$ cat config.mk
export PLATFORM = sky130hd
export DESIGN_NAME = packet_transmitter_flat
export DESIGN_NICKNAME = d
export VERILOG_FILES = /design/src/rtl/pkt_pkg.sv /design/src/rtl/packet_transmitter_if.sv /design/src/rtl/packet_transmitter.sv /design/src/flat_wrapper.sv
export SDC_FILE = /design/constraint.sdc
export NUM_CORES = 1
export LEC_CHECK = 0
export CORE_MARGIN = 2
export CORE_UTILIZATION = 30
export DETAILED_ROUTE_END_ITERATION = 7
export SLEW_MARGIN = 20
export SYNTH_ARGS = -nofsm -noshare
export SYNTH_HDL_FRONTEND = slang
export SYNTH_SLANG_ARGS = --single-unit
$ cat constraint.sdc
create_clock -name CLK -period 2.9 [get_ports CLK]
set_clock_uncertainty 0.05 [all_clocks]
set_input_delay 0.435 -clock CLK [delete_from_list [all_inputs] [get_ports CLK]]
set_output_delay 0.435 -clock CLK [all_outputs]
set_load 0.02 [all_outputs]
$ cat src/rtl/pkt_pkg.sv
// Constants, CRC helper and state encoding shared by the packet transmitter and receiver.
package pkt_pkg;

    localparam int         PKT_LEN  = 5;
    localparam logic [7:0] HDR0_DEF = 8'hAA;
    localparam logic [7:0] HDR1_DEF = 8'h55;

    localparam logic [2:0] IDX_H0  = 3'd0;
    localparam logic [2:0] IDX_H1  = 3'd1;
    localparam logic [2:0] IDX_D1  = 3'd2;
    localparam logic [2:0] IDX_D2  = 3'd3;
    localparam logic [2:0] IDX_CRC = 3'd4;

    typedef enum logic [2:0] {
        ST_IDLE,
        ST_SETUP,
        ST_STROBE,
        ST_GAP,
        ST_DONE
    } tx_state_e;

    function automatic logic [7:0] xor_crc(input logic [7:0] a, input logic [7:0] b);
        return a ^ b;
    endfunction

endpackage

$ cat src/rtl/packet_transmitter_if.sv
// User-side request/payload signals and the byte link toward the receiver.
interface packet_transmitter_if;

    logic       send;
    logic [7:0] DATA1;
    logic [7:0] DATA2;
    logic       ready;
    logic       busy;
    logic [7:0] BYTE_output;
    logic       transmission_start;
    logic       done;

    modport master (
        input  send, DATA1, DATA2,
        output ready, busy, BYTE_output, transmission_start, done
    );

    modport slave (
        output send, DATA1, DATA2,
        input  ready, busy, BYTE_output, transmission_start, done
    );

endinterface

$ cat src/rtl/packet_transmitter.sv
// Sends HDR0, HDR1, DATA1, DATA2, CRC as strobed parallel bytes; one FSM plus one down-counter.
module packet_transmitter
    import pkt_pkg::*;
#(
    parameter logic [7:0] HDR0       = HDR0_DEF,
    parameter logic [7:0] HDR1       = HDR1_DEF,
    parameter int         STROBE_LEN = 2,
    parameter int         GAP_LEN    = 2
) (
    input  logic                  CLK,
    input  logic                  RST_N,
    packet_transmitter_if.master  bus
);

    localparam int CNT_MAX = ((STROBE_LEN > GAP_LEN) ? STROBE_LEN : GAP_LEN) - 1;
    localparam int CNT_W   = (CNT_MAX < 1) ? 1 : $clog2(CNT_MAX + 1);
    localparam logic [CNT_W-1:0] STROBE_LOAD = CNT_W'(STROBE_LEN - 1);
    localparam logic [CNT_W-1:0] GAP_LOAD    = CNT_W'(GAP_LEN - 1);
    localparam logic [CNT_W-1:0] CNT_ONE     = CNT_W'(1);

    tx_state_e        state, state_n;
    logic [2:0]       idx, idx_n;
    logic [CNT_W-1:0] cnt, cnt_n;
    logic [7:0]       byte_q, byte_n;
    logic             strobe_q, strobe_n;
    logic             done_q, done_n;
    logic             busy_q, busy_n;
    logic             ready_q, ready_n;
    logic             latch;
    logic [7:0]       d1_q, d2_q, crc_q;

    function automatic logic [7:0] sel_byte(input logic [2:0] i, input logic [7:0] d1,
                                            input logic [7:0] d2, input logic [7:0] crc);
        case (i)
            IDX_H0:  return HDR0;
            IDX_H1:  return HDR1;
            IDX_D1:  return d1;
            IDX_D2:  return d2;
            default: return crc;
        endcase
    endfunction

    always_comb begin
        state_n  = state;
        idx_n    = idx;
        cnt_n    = cnt;
        byte_n   = byte_q;
        strobe_n = strobe_q;
        done_n   = done_q;
        busy_n   = busy_q;
        ready_n  = ready_q;
        latch    = 1'b0;
        case (state)
            ST_IDLE: begin
                if (bus.send) begin
                    latch   = 1'b1;
                    idx_n   = IDX_H0;
                    byte_n  = HDR0;
                    ready_n = 1'b0;
                    busy_n  = 1'b1;
                    state_n = ST_SETUP;
                end
            end
            // The byte has been on the bus for one cycle before the strobe rises.
            ST_SETUP: begin
                strobe_n = 1'b1;
                cnt_n    = STROBE_LOAD;
                state_n  = ST_STROBE;
            end
            ST_STROBE: begin
                if (cnt == '0) begin
                    strobe_n = 1'b0;
                    cnt_n    = GAP_LOAD;
                    state_n  = ST_GAP;
                end else begin
                    cnt_n = cnt - CNT_ONE;
                end
            end
            ST_GAP: begin
                if (cnt != '0) begin
                    cnt_n = cnt - CNT_ONE;
                end else if (idx == IDX_CRC) begin
                    done_n  = 1'b1;
                    state_n = ST_DONE;
                end else begin
                    idx_n   = idx + 3'd1;
                    byte_n  = sel_byte(idx + 3'd1, d1_q, d2_q, crc_q);
                    state_n = ST_SETUP;
                end
            end
            ST_DONE: begin
                done_n  = 1'b0;
                busy_n  = 1'b0;
                ready_n = 1'b1;
                state_n = ST_IDLE;
            end
            default: state_n = ST_IDLE;
        endcase
    end

    always_ff @(posedge CLK or negedge RST_N) begin
        if (!RST_N) begin
            state    <= ST_IDLE;
            idx      <= '0;
            cnt      <= '0;
            byte_q   <= 8'h00;
            strobe_q <= 1'b0;
            done_q   <= 1'b0;
            busy_q   <= 1'b0;
            ready_q  <= 1'b1;
        end else begin
            state    <= state_n;
            idx      <= idx_n;
            cnt      <= cnt_n;
            byte_q   <= byte_n;
            strobe_q <= strobe_n;
            done_q   <= done_n;
            busy_q   <= busy_n;
            ready_q  <= ready_n;
        end
    end

    // Payload snapshot: later changes on DATA1/DATA2 cannot disturb a packet in flight.
    always_ff @(posedge CLK) begin
        if (latch) begin
            d1_q  <= bus.DATA1;
            d2_q  <= bus.DATA2;
            crc_q <= xor_crc(bus.DATA1, bus.DATA2);
        end
    end

    assign bus.ready              = ready_q;
    assign bus.busy               = busy_q;
    assign bus.BYTE_output        = byte_q;
    assign bus.transmission_start = strobe_q;
    assign bus.done               = done_q;

endmodule

$ cat src/flat_wrapper.sv
// flat-port wrapper written by rule: the top's interface ports become plain ports
module packet_transmitter_flat import pkt_pkg::*;
#(
    parameter logic [7:0] HDR0       = HDR0_DEF,
    parameter logic [7:0] HDR1       = HDR1_DEF,
    parameter int         STROBE_LEN = 2,
    parameter int         GAP_LEN    = 2
)
  (CLK, RST_N, bus_send, bus_DATA1, bus_DATA2, bus_ready, bus_busy, bus_BYTE_output, bus_transmission_start, bus_done);
  packet_transmitter_if bus_i ();
  input  logic CLK;
  input  logic RST_N;
  input wire logic [$bits(bus_i.send)-1:0] bus_send;
  input wire logic [$bits(bus_i.DATA1)-1:0] bus_DATA1;
  input wire logic [$bits(bus_i.DATA2)-1:0] bus_DATA2;
  output wire logic [$bits(bus_i.ready)-1:0] bus_ready;
  output wire logic [$bits(bus_i.busy)-1:0] bus_busy;
  output wire logic [$bits(bus_i.BYTE_output)-1:0] bus_BYTE_output;
  output wire logic [$bits(bus_i.transmission_start)-1:0] bus_transmission_start;
  output wire logic [$bits(bus_i.done)-1:0] bus_done;
  assign bus_i.send = bus_send;
  assign bus_i.DATA1 = bus_DATA1;
  assign bus_i.DATA2 = bus_DATA2;
  assign bus_ready = bus_i.ready;
  assign bus_busy = bus_i.busy;
  assign bus_BYTE_output = bus_i.BYTE_output;
  assign bus_transmission_start = bus_i.transmission_start;
  assign bus_done = bus_i.done;
  packet_transmitter #(.HDR0(HDR0), .HDR1(HDR1), .STROBE_LEN(STROBE_LEN), .GAP_LEN(GAP_LEN)) u_core (.CLK(CLK), .RST_N(RST_N), .bus(bus_i));
endmodule
==> results.md, run 1 <==
* Commonest non-fill, non-tap cell in the layout: clkdlybuf4s50_1
* Area leader, netlist: edfxtp_1
* Global-route wire length before repair at ~6200 um
* CTS sink count at 43
* Worst setup SP type: register
* Clock Latency Late Sink at 0.30 ns
* GRT busiest layer: met2
* PwrDens at a little over 1000 mW/mm^2
* Root Driver: clkbuf_8
* Grt total ovfl at 0
* Largest cells by area after synthesis: edfxtp_1 (38%), dfrtp_1 (23%), xor2_1 (4.1%), ha_1 (3.3%), a221o_1 (2.6%)
* Placement row count at 29
* WL final at 3656 um
* LEAKAGE at between 0.9 and 1 nW
* IO Pins at 31
* Most frequent cells in the layout: clkdlybuf4s50_1 (30), edfxtp_1 (24), dfrtp_1 (18), xor2_1 (9), inv_1 (8)
* CP Data Required Time at 3.09 ns
* Hold-critical path depth at 1
* Critical path peak fanout at 10
* Part of the cycle the worst path needs at between 60% and 70%
* Data arrival, critical path at 2.16 ns
* Slew @ Worst Pin at just over 0.9 ns
* DR vias at around 1.2k
* Critical path class: register to register
* Final layout net count at 193
* Min-Delay Path Class: register to register
* Pint at around 1.6 mW
* Max Freq at a little over 0.5 GHz
* Largest net degree at the start of global routing at 26
* Power Total at roughly 2.5 mW
* GR Util met3 at roughly 4.4%
* Register area share after synthesis at between 60% and 70%
* Synthesized flop and latch total at 43
* Post-CTS setup buffer count at 0
* Die height at between 80 and 90 um
* NetSw at slightly above 0.9 mW
* Combinational share of power at a little over two fifths
* Final setup fails at 0
* Sequential Power Share at between 30% and 40%
* Core region area at between 0.006 and 0.007 mm^2
* Status: finished, final reports clean
* Area of the multi-input gates at 651.9 um^2
* Die ar. at around 0.0071 mm^2
* Critical path endpoint category: register
* Hpwl dp at approximately 2400 um
* Placer Congestion at 0.7349
* Slew Limit Fails at 0
* Worst-path clk slew at ~0.09 ns
* Chip Width at between 80 and 90 um
* Max cap viols at 0
* Clock Power Share at 18.8%
* Worst Hold Path EP: u_core.bus.BYTE_output[2]
* Synth warn at 0
* Tot GR Track Use at a little under an eighth
* RSZ-0062 raised after global routing: false
* Starting density of the core at a little under a third
* Met2 usage at 17.53%
* Routed Antenna Nets at 0
* CTS Buffer Depth at 2
* Vias per cell at approximately 5.0
* Vias in the first global route at about 1.3k
* DR pass1 iterations at 4
* HP Start: u_core.bus.BYTE_output[2]
* Sw Ratio at around 37%
* Maximum vdd drop at 0.0004890 V
* Fill cells at slightly above 600
* Final hold vios at 0
* CTS tree: yes
* # H-tree levels at 2
* First DRT Iteration DRCs at 76
* Fin Setup TNS at 0 ns
* Syn-to-layout area delta at 25.00%
* Relative slew slack at about two fifths
* Netlist cell types at 40
* Worst r2r dst: u_core.idx[0]
* Met1 usage at around 15%
* Syn nets at 161
* Initial antenna violation count at 0
* Port bufs at 30
* Synthesized area per cell at between 10 and 15 um^2
* # hold bufs at CTS at 0
* DRC at 0
* WL per Instance at 14.80 um
* Cts bufs inserted at 5
* Antenna cells at 0
* Layout cells sized above 1 at approximately 8.8%
* Register area at roughly 0.0012 mm^2
* Slack of the worst reg-to-reg path at between 0.9 and 1 ns
* Post-synthesis cell area at between 0.0015 and 0.002 mm^2
* Worst R2R Path Depth at 5
* Reg2reg start: u_core.idx[0]
* Mapped Cells at 137
* CP max stage delay at between 0.5 and 0.6 ns
* CTS-repair resized insts at 0
* Critical Path Slowest Stage Cell: a21oi_2
* Min cycle time layout at just under 2 ns
* Share of the synthesized area in the top cell type at between 30 and 40%
* Crit path cell chain: inv_1, ha_1, nand2_1, a21oi_2, mux2_2
[area by class of cell]
type	instances	share of cell area, %
Clock inverter	3	1.771
Sequential cell	43	49.84
Tap cell	77	4.010
Inverter	8	1.250
Timing Repair Buffer	32	13.13
Multi-Input combinational cell	79	27.14
Clock buffer	5	2.865
[Yosys cell counts]
| master | instances |
|---|---|
| a211oi_1 | 1 |
| a21oi_1 | 3 |
| a21oi_2 | 1 |
| a221o_1 | 5 |
| a22o_1 | 1 |
| a22oi_1 | 4 |
| a2bb2oi_1 | 1 |
| a32o_1 | 4 |
| a32oi_1 | 4 |
| and4bb_1 | 1 |
| buf_2 | 4 |
| buf_4 | 1 |
| buf_6 | 1 |
| clkbuf_1 | 1 |
| dfrtp_1 | 18 |
| dfstp_2 | 1 |
| edfxtp_1 | 24 |
| ha_1 | 5 |
| inv_1 | 8 |
| mux2_2 | 1 |
| nand2_1 | 7 |
| nand3_1 | 1 |
| nand4b_1 | 4 |
| nand4bb_1 | 1 |
| nor2_1 | 5 |
| nor2b_1 | 1 |
| nor3b_1 | 1 |
| nor4_4 | 1 |
| nor4b_4 | 1 |
| o21ai_0 | 3 |
| o21ai_1 | 2 |
| o21bai_1 | 4 |
| o22a_1 | 1 |
| o22ai_1 | 1 |
| o31a_1 | 2 |
| o31ai_1 | 1 |
| o32a_1 | 1 |
| or3_1 | 1 |
| xnor2_2 | 1 |
| xor2_1 | 9 |
[critical path: cells and delay by family, from the launching register on]
family	cells	cell delay (ns)
AOI/OAI and AO/OA	1	0.52
DFF	1	0.44
adders and majority gates	1	0.35
muxes	1	0.26
and+or+nand+nor	1	0.20
buffers and inverters	1	0.11
[power groups by stage]
| stage | clock [mW] | combinational, mW | sequential, mW |
|---|---|---|---|
| detailed placement | 0 | 1.07 | 0.970 |
| CTS | 0.481 | 1.08 | 0.959 |
| global placement | 0 | 1.06 | 0.972 |
| floorplan | 0 | 0.668 | 1.00 |
| global route | 0.509 | 1.18 | 0.985 |
| finish | 0.468 | 1.06 | 0.960 |
[worst max path at each step]
stage | from | endpoint | slack (ns)
finish | u_core.idx[0] | u_core.idx[0] | 0.93
global route | u_core.idx[0] | u_core.idx[2] | 0.70
floorplan | u_core.state[2] | u_core.idx[2] | 0.65
global placement | bus_send | u_core.d1_q[7] | 0.93
detailed placement | bus_send | u_core.d1_q[7] | 0.90
CTS | u_core.idx[0] | u_core.idx[0] | 0.91
[kinds of logic (layout without fill, tap and decap cells)]
logic type / count (synthesis) / in the layout / share of synthesized area (%)
AND/OR/NAND/NOR: 24 / 24 / 9.050
buffers and inverters: 15 / 48 / 3.776
AO/OA/AOI/OAI: 39 / 39 / 16.08
multiplexers: 1 / 1 / 0.5859
adder cells (fa/ha/maj): 5 / 5 / 3.255
flip-flops: 43 / 43 / 62.30
XOR/XNOR: 10 / 10 / 4.948
[flip-flops by register name (all words and copies together) (netlist names)]
signal                         cells
u_core.bus.ready                   1
u_core.d2_q                        8
u_core.cnt                         1
u_core.bus.BYTE_output             8
u_core.idx                         3
u_core.bus.busy                    1
u_core.state                       3
u_core.crc_q                       8
u_core.bus.transmission_start      1
u_core.d1_q                        8
u_core.bus.done                    1
[routing by layer]
metal  share of wire [%]  up-vias
met5                   0        -
met2                  47       29
met1                  48      616
met4                0.60        0
met3                 4.7        4
li1                    -      591
[per-stage QoR]
stage | worst slack, ns | util [%] | instances | cell area (um^2) | hold slack (ns)
global placement | 0.9255 | 36.50 | 239 | 2291 | 0.4385
CTS | 0.9129 | 38.27 | 247 | 2402 | 0.4636
global route | 0.6967 | 38.27 | 247 | 2402 | 0.4952
floorplan | 0.6451 | - | 137 | 1922 | 0.08941
finish | 0.9330 | 38.27 | 247 | 2402 | 0.4538
detailed placement | 0.9047 | 36.50 | 239 | 2291 | 0.4425
Power figures use the tool's default switching activity.
==> run 2: changes to the inputs <==
==> constraint.sdc (replaced) <==
create_clock -name CLK -period 1.75 [get_ports CLK]
set_clock_uncertainty 0.05 [all_clocks]
set_input_delay 0.2625 -clock CLK [delete_from_list [all_inputs] [get_ports CLK]]
set_output_delay 0.2625 -clock CLK [all_outputs]
set_load 0.02 [all_outputs]
==> run 2 against run 1 <==
Count of clock-buffer cells in the layout up 1. Hold slack got worse by 0.21 ns. Non-clock buffer count grew 14. Global-route usage rose by 0.46 points. Total power rose by 79%. Register-to-register slack worse by 0.85 ns. Die area unchanged. Sequential power rose by 64%. Routed wire length rose by 4.4%. Core utilization is 2.5 points higher. Critical path type unchanged.
==> results.md, run 2 (synthesis gave the netlist of run 1 again) <==
* Worst setup SP type: register
* Commonest non-fill, non-tap cell in the layout: clkdlybuf4s50_1
* Part of the cycle the worst path needs at 95.24% (+27 points)
* Final hold vios at 0 (unchanged)
* Post-route cell area at 0.002561 mm^2 (+6.6%)
* DR vias at 1277 (+3.0%)
* Vias per cell at 4.893 (-2.5%)
* Slew Limit Fails at 0 (unchanged)
* # hold bufs at CTS at 0 (unchanged)
* Placer Congestion at 0.7366 (+0.23%)
* RSZ-0062 raised after global routing: true
* IO Pins at 31 (unchanged)
* Placement row count at 29 (unchanged)
* Sw Ratio at 35.69% (-1.4 points)
* Die height at 84.04 um (unchanged)
* Critical path endpoint category: register
* Maximum vdd drop at 0.0007194 V (+47%)
* Data arrival, critical path at 1.81 ns (-0.35 ns)
* Most frequent cells in the layout: clkdlybuf4s50_1 (29), edfxtp_1 (24), dfrtp_1 (18), buf_4 (14), xor2_1 (9)
* Initial antenna violation count at 0 (unchanged)
* DP Area at 0.002421 mm^2 (+5.7%)
* DRC at 0 (unchanged)
* Critical Path Slowest Stage Cell: dfrtp_1
* DR pass1 iterations at 4 (unchanged)
* CP max stage delay at 0.43 ns (-0.09 ns)
* Syn-to-layout area delta at 33.27%
* CTS Buffer Depth at 2 (unchanged)
* Max Freq at 0.6000 GHz (+18%)
* Final setup fails at 0 (unchanged)
* Grt total ovfl at 0 (unchanged)
* Critical path peak fanout at 5 (-5)
* Worst-path clk slew at 0.08 ns (about the same)
* Largest net degree at the start of global routing at 26 (unchanged)
* Relative slew slack at 73.53% (+34 points)
* Root Driver: clkbuf_8
* Min-Delay Path Class: input port to asynchronous set/reset pin
* WL per Instance at 14.63 um (-1.2%)
* Antenna cells at 0 (unchanged)
* Global-route wire length before repair at 6472 um (+3.7%)
* Max cap viols at 0 (unchanged)
* Pint at 2.860 mW (+83%)
* WL final at 3818 um (+4.4%)
* Crit path cell chain: inv_1, ha_2, nor4_4, buf_4, o21bai_1, a32o_1
* # H-tree levels at 2 (unchanged)
* CTS sink count at 43 (unchanged)
* Vias in the first global route at 1325 (+5.2%)
* CTS tree: yes
* Fin Setup TNS at 0 ns (unchanged)
* Die ar. at 0.007063 mm^2 (unchanged)
* NetSw at 1.587 mW (+72%)
* LEAKAGE at 0.9769 nW (+7.8%)
* Starting density of the core at 30.62% (unchanged)
* Clock Power Share at 17.3% (-1.5 points)
* Sequential Power Share at 35.3% (-3.3 points)
* Worst R2R Path Depth at 6 (+1)
* First DRT Iteration DRCs at 77 (+1.3%)
* Setup slack after layout at 0.08329 ns (-0.8497 ns)
* Combinational share of power at 47.3% (+4.7 points)
* Final layout net count at 207 (+7.3%)
* Routed Antenna Nets at 0 (unchanged)
* Cts bufs inserted at 5 (unchanged)
* Critical path class: register to register
* Chip Width at 84.04 um (unchanged)
* Tot GR Track Use at 11.76% (+0.46 points)
* Min cycle time layout at 1.667 ns (-0.3003 ns)
* Port bufs at 30 (unchanged)
* Hpwl dp at 2661 um (+13%)
* Status: finished, final reports clean
* Core region area at 0.006277 mm^2 (unchanged)
* Place WS at 0.02918 ns (-0.8756 ns)
* PwrDens at 1736 mW/mm^2 (+68%)
* Slew @ Worst Pin at 0.3957 ns (-0.5126 ns)
* Clock Latency Late Sink at 0.30 ns (about the same)
* CP Data Required Time at 1.89 ns (-1.20 ns)
* Layout cells sized above 1 at 19.02% (+10 points)
* Power Total at 4.447 mW (+79%)
-- run 2: final cells by class --
cell class,count,area [um^2]
fillers,597,3716
inverters,8,30.03
flip-flops and latches,43,1197
clock buffers,6,72.57
well taps,77,96.34
repair buffers,46,444.2
multi-input cells,79,683.2
clock inverters,2,37.54
-- run 2: routing by layer --
layer	up-vias	wire (um)	GRT usage [%]
li1	619	-	-
met1	619	1751	15.15
met2	32	1822	18.76
met3	7	206	4.550
met4	0	37	2.639
met5	-	0	0
-- run 2: worst paths after layout --
kind	from	end	slack [ns]
max	u_core.idx[0]	u_core.bus.BYTE_output[0]	0.08
min	RST_N	u_core.bus.BYTE_output[7]	0.24
max reg2reg	u_core.idx[0]	u_core.bus.BYTE_output[0]	0.08
min reg2reg	u_core.bus.BYTE_output[0]	u_core.bus.BYTE_output[0]	0.46
max in group asynchronous	RST_N	u_core.bus.ready	1.14
min in group CLK	u_core.bus.BYTE_output[0]	u_core.bus.BYTE_output[0]	0.46
-- run 2: stage by stage --
step,hold WS [ns],util [%],std cells
floorplan,-0.08309,-,137
global placement,0.4412,38.57,252
detailed placement,0.4452,38.57,252
CTS,0.2365,40.30,260
global route,0.2608,40.80,261
finish,0.2410,40.80,261
-- run 2: repair_timing --
item | 4_1_cts | 5_1_grt
setup endpoints to repair | 1 | 12
resized for setup | 1 | 7
setup buffers | 0 | 1
hold endpoints to repair | 0 | 0
-- run 2: critical path, delay by kind of cell, from the launching register on --
family          cells  cell delay [ns]
flops               1             0.43
fa+ha+maj           1             0.24
simple gates        1             0.24
compound gates      2             0.33
buf+inv             2             0.27
-- run 2: power by group through the flow --
stage | Combinational [mW] | Clock, mW | Sequential (mW)
after detailed placement | 2.06 | 0 | 1.58
final | 2.10 | 0.771 | 1.57
after global routing | 2.31 | 0.844 | 1.61
after CTS | 2.06 | 0.797 | 1.56
after global placement | 2.02 | 0 | 1.59
after floorplan | 1.15 | 0 | 1.67
==> run 3: changes to the inputs <==
==> constraint.sdc (replaced) <==
create_clock -name CLK -period 2.15 [get_ports CLK]
set_clock_uncertainty 0.05 [all_clocks]
set_input_delay 0.3225 -clock CLK [delete_from_list [all_inputs] [get_ports CLK]]
set_output_delay 0.3225 -clock CLK [all_outputs]
set_load 0.02 [all_outputs]
==> run 3 against run 2 <==
Global-route usage fell by 1.0 points. Sequential share of layout area rose by 2.5 points. Sequential power down 17%. Final area fell by 5.1%. Register-to-register slack improved by 0.20 ns. Count of clock-buffer cells in the layout did not move. Total power decreased by 25%.
==> results.md, run 3 (synthesis gave the netlist of run 1 again) <==
* Largest net degree at the start of global routing at 26 (unchanged)
* Slew @ Worst Pin at 0.5680 ns (+0.1723 ns)
* Chip Width at 84.04 um (unchanged)
* CP max stage delay at 0.52 ns (+0.09 ns)
* Grt total ovfl at 0 (unchanged)
* Min cycle time layout at 1.869 ns (+0.2024 ns)
* Initial antenna violation count at 0 (unchanged)
* DR vias at 1255 (-1.7%)
* CTS-repair resized insts at 0 (-1)
* Routed Antenna Nets at 0 (unchanged)
* Final layout net count at 199 (-3.9%)
* Dpl cells at 245 (-2.8%)
* Area of the multi-input gates at 659.4 um^2 (-3.5%)
* Slack of the worst reg-to-reg path at 0.28 ns (+0.20 ns)
* Worst R2R Path Depth at 5 (-1)
* Crit path cell chain: inv_1, ha_1, a21oi_1, buf_4, a32oi_1
* Root Driver: clkbuf_8
* Final setup fails at 0 (unchanged)
* Starting density of the core at 30.62% (unchanged)
* Final hold vios at 0 (unchanged)
* Post-CTS setup buffer count at 0 (unchanged)
* # hold bufs at CTS at 0 (unchanged)
* Global-route wire length before repair at 5906 um (-8.7%)
* Min-Delay Path Class: input port to asynchronous set/reset pin
* Critical path peak fanout at 7 (+2)
* CTS Buffer Depth at 2 (unchanged)
* PwrDens at 1365 mW/mm^2 (-21%)
* Critical path endpoint: u_core.bus.BYTE_output[3]
* Die ar. at 0.007063 mm^2 (unchanged)
* RSZ-0062 raised after global routing: false
* Part of the cycle the worst path needs at 86.93% (-8.3 points)
* DR pass1 iterations at 4 (unchanged)
* Buf+Inv Stages, Crit Path at 2 (unchanged)
* Cts bufs inserted at 5 (unchanged)
* Placement row count at 29 (unchanged)
* Critical Path Slowest Stage Cell: a21oi_1
* CP Data Required Time at 2.26 ns (+0.37 ns)
* Worst path top cell family by delay: compound AO/OA/AOI/OAI gates
* Register area at 0.001197 mm^2 (unchanged)
* CP Launch Point: u_core.idx[0]
* Die height at 84.04 um (unchanged)
* Hpwl dp at 2428 um (-8.7%)
* Data arrival, critical path at 1.98 ns (+0.17 ns)
* Non-filler instance count after layout at 253 (-3.1%)
* Relative slew slack at 62.13% (-11 points)
* First DRT Iteration DRCs at 66 (-14%)
* Port bufs at 30 (unchanged)
* Placer Congestion at 0.7859 (+6.7%)
* Instance count on the critical path at 5 (-1)
* WL per Instance at 14.68 um (+0.32%)
* Critical path endpoint category: register
* Most frequent cells in the layout: clkdlybuf4s50_1 (30), edfxtp_1 (24), dfrtp_1 (18), xor2_1 (9)
* CTS tree: yes
* Antenna cells at 0 (unchanged)
* Max cap viols at 0 (unchanged)
* Commonest non-fill, non-tap cell in the layout: clkdlybuf4s50_1
* Tot GR Track Use at 10.75% (-1.0 points)
* DRC at 0 (unchanged)
* LEAKAGE at 0.9275 nW (-5.1%)
* Core region area at 0.006277 mm^2 (unchanged)
* WL final at 3713 um (-2.8%)
* Clock Latency Late Sink at 0.29 ns (about the same)
* Maximum vdd drop at 0.0005991 V (-17%)
* CTS sink count at 43 (unchanged)
* Reg2reg start: u_core.idx[0]
* IO Pins at 31 (unchanged)
* Fill cells at 605 (+1.3%)
* Max Freq at 0.5350 GHz (-11%)
* Vias in the first global route at 1201 (-9.4%)
* Vias per cell at 4.960 (+1.4%)
* Worst-path clk slew at 0.09 ns (about the same)
* Syn-to-layout area delta at 26.43%
* # H-tree levels at 2 (unchanged)
* Slew Limit Fails at 0 (unchanged)
* Fin Setup TNS at 0 ns (unchanged)
* Status: finished, final reports clean
* Worst r2r dst: u_core.bus.BYTE_output[3]
* Critical path class: register to register
* Hold slack at 0.3090 ns (+0.06798 ns)
* Layout cells sized above 1 at 11.93% (-7.1 points)
* Worst setup SP type: register
-- run 3: changes by cell type in the layout (fill, tap and decap cells not counted), sizes merged --
cell | before | now
buf | 16 | 8
clkinv | 0 | 2
bufinv | 1 | 0
clkdlybuf4s50 | 29 | 30
clkinvlp | 1 | 0
dlygate4sd2 | 1 | 0
-- run 3: report_power, final --
group,leakage (nW),switching [mW],internal [mW]
sequential,0.440,0.188,1.11
combinational,0.442,0.784,0.718
clock,0.0452,0.285,0.230
total,0.928,1.26,2.06
-- run 3: cell type report --
class / instances / share of cell area, %
clock buffer: 6 / 2.987
clock inverter: 2 / 0.5664
inverter: 8 / 1.236
multi-input combinational: 79 / 27.14
sequential: 43 / 49.28
tap: 77 / 3.965
timing repair buffer: 38 / 14.83
-- run 3: metrics by stage --
| stage | instance area [um^2] | utilization, % | power, mW | worst slack [ns] |
|---|---|---|---|---|
| final | 2430 | 38.71 | 3.316 | 0.2809 |
| after global routing | 2430 | 38.71 | 3.539 | 0.1462 |
| after CTS | 2430 | 38.71 | 3.354 | 0.2391 |
| after detailed placement | 2344 | 37.33 | 2.825 | 0.2038 |
| after global placement | 2344 | 37.33 | 2.818 | 0.2255 |
| after floorplan | 1942 | - | 2.297 | -0.003108 |
-- run 3: worst register-to-register path, delay by kind of cell (launching register included) --
kind	cells	cell delay, ns
buf+inv	2	0.34
fa+ha+maj	1	0.31
flops	1	0.43
compound gates	2	0.62
-- run 3: how the worst min path moves through the flow --
stage | cells past startpoint | endpoint
detailed placement | 1 | u_core.bus.BYTE_output[2]
floorplan | 0 | u_core.bus.BYTE_output[0]
finish | 2 | u_core.bus.BYTE_output[1]
CTS | 2 | u_core.bus.BYTE_output[0]
global placement | 1 | u_core.bus.BYTE_output[2]
global route | 2 | u_core.bus.BYTE_output[1]
-- run 3: routing by layer --
layer | up-vias | track usage (%) | share of wire [%]
met3 | 2 | 3.264 | 4.4
met4 | 0 | 3.079 | 0.30
li1 | 600 | - | -
met2 | 32 | 17.32 | 48
met5 | - | 0 | 0
met1 | 621 | 13.98 | 47
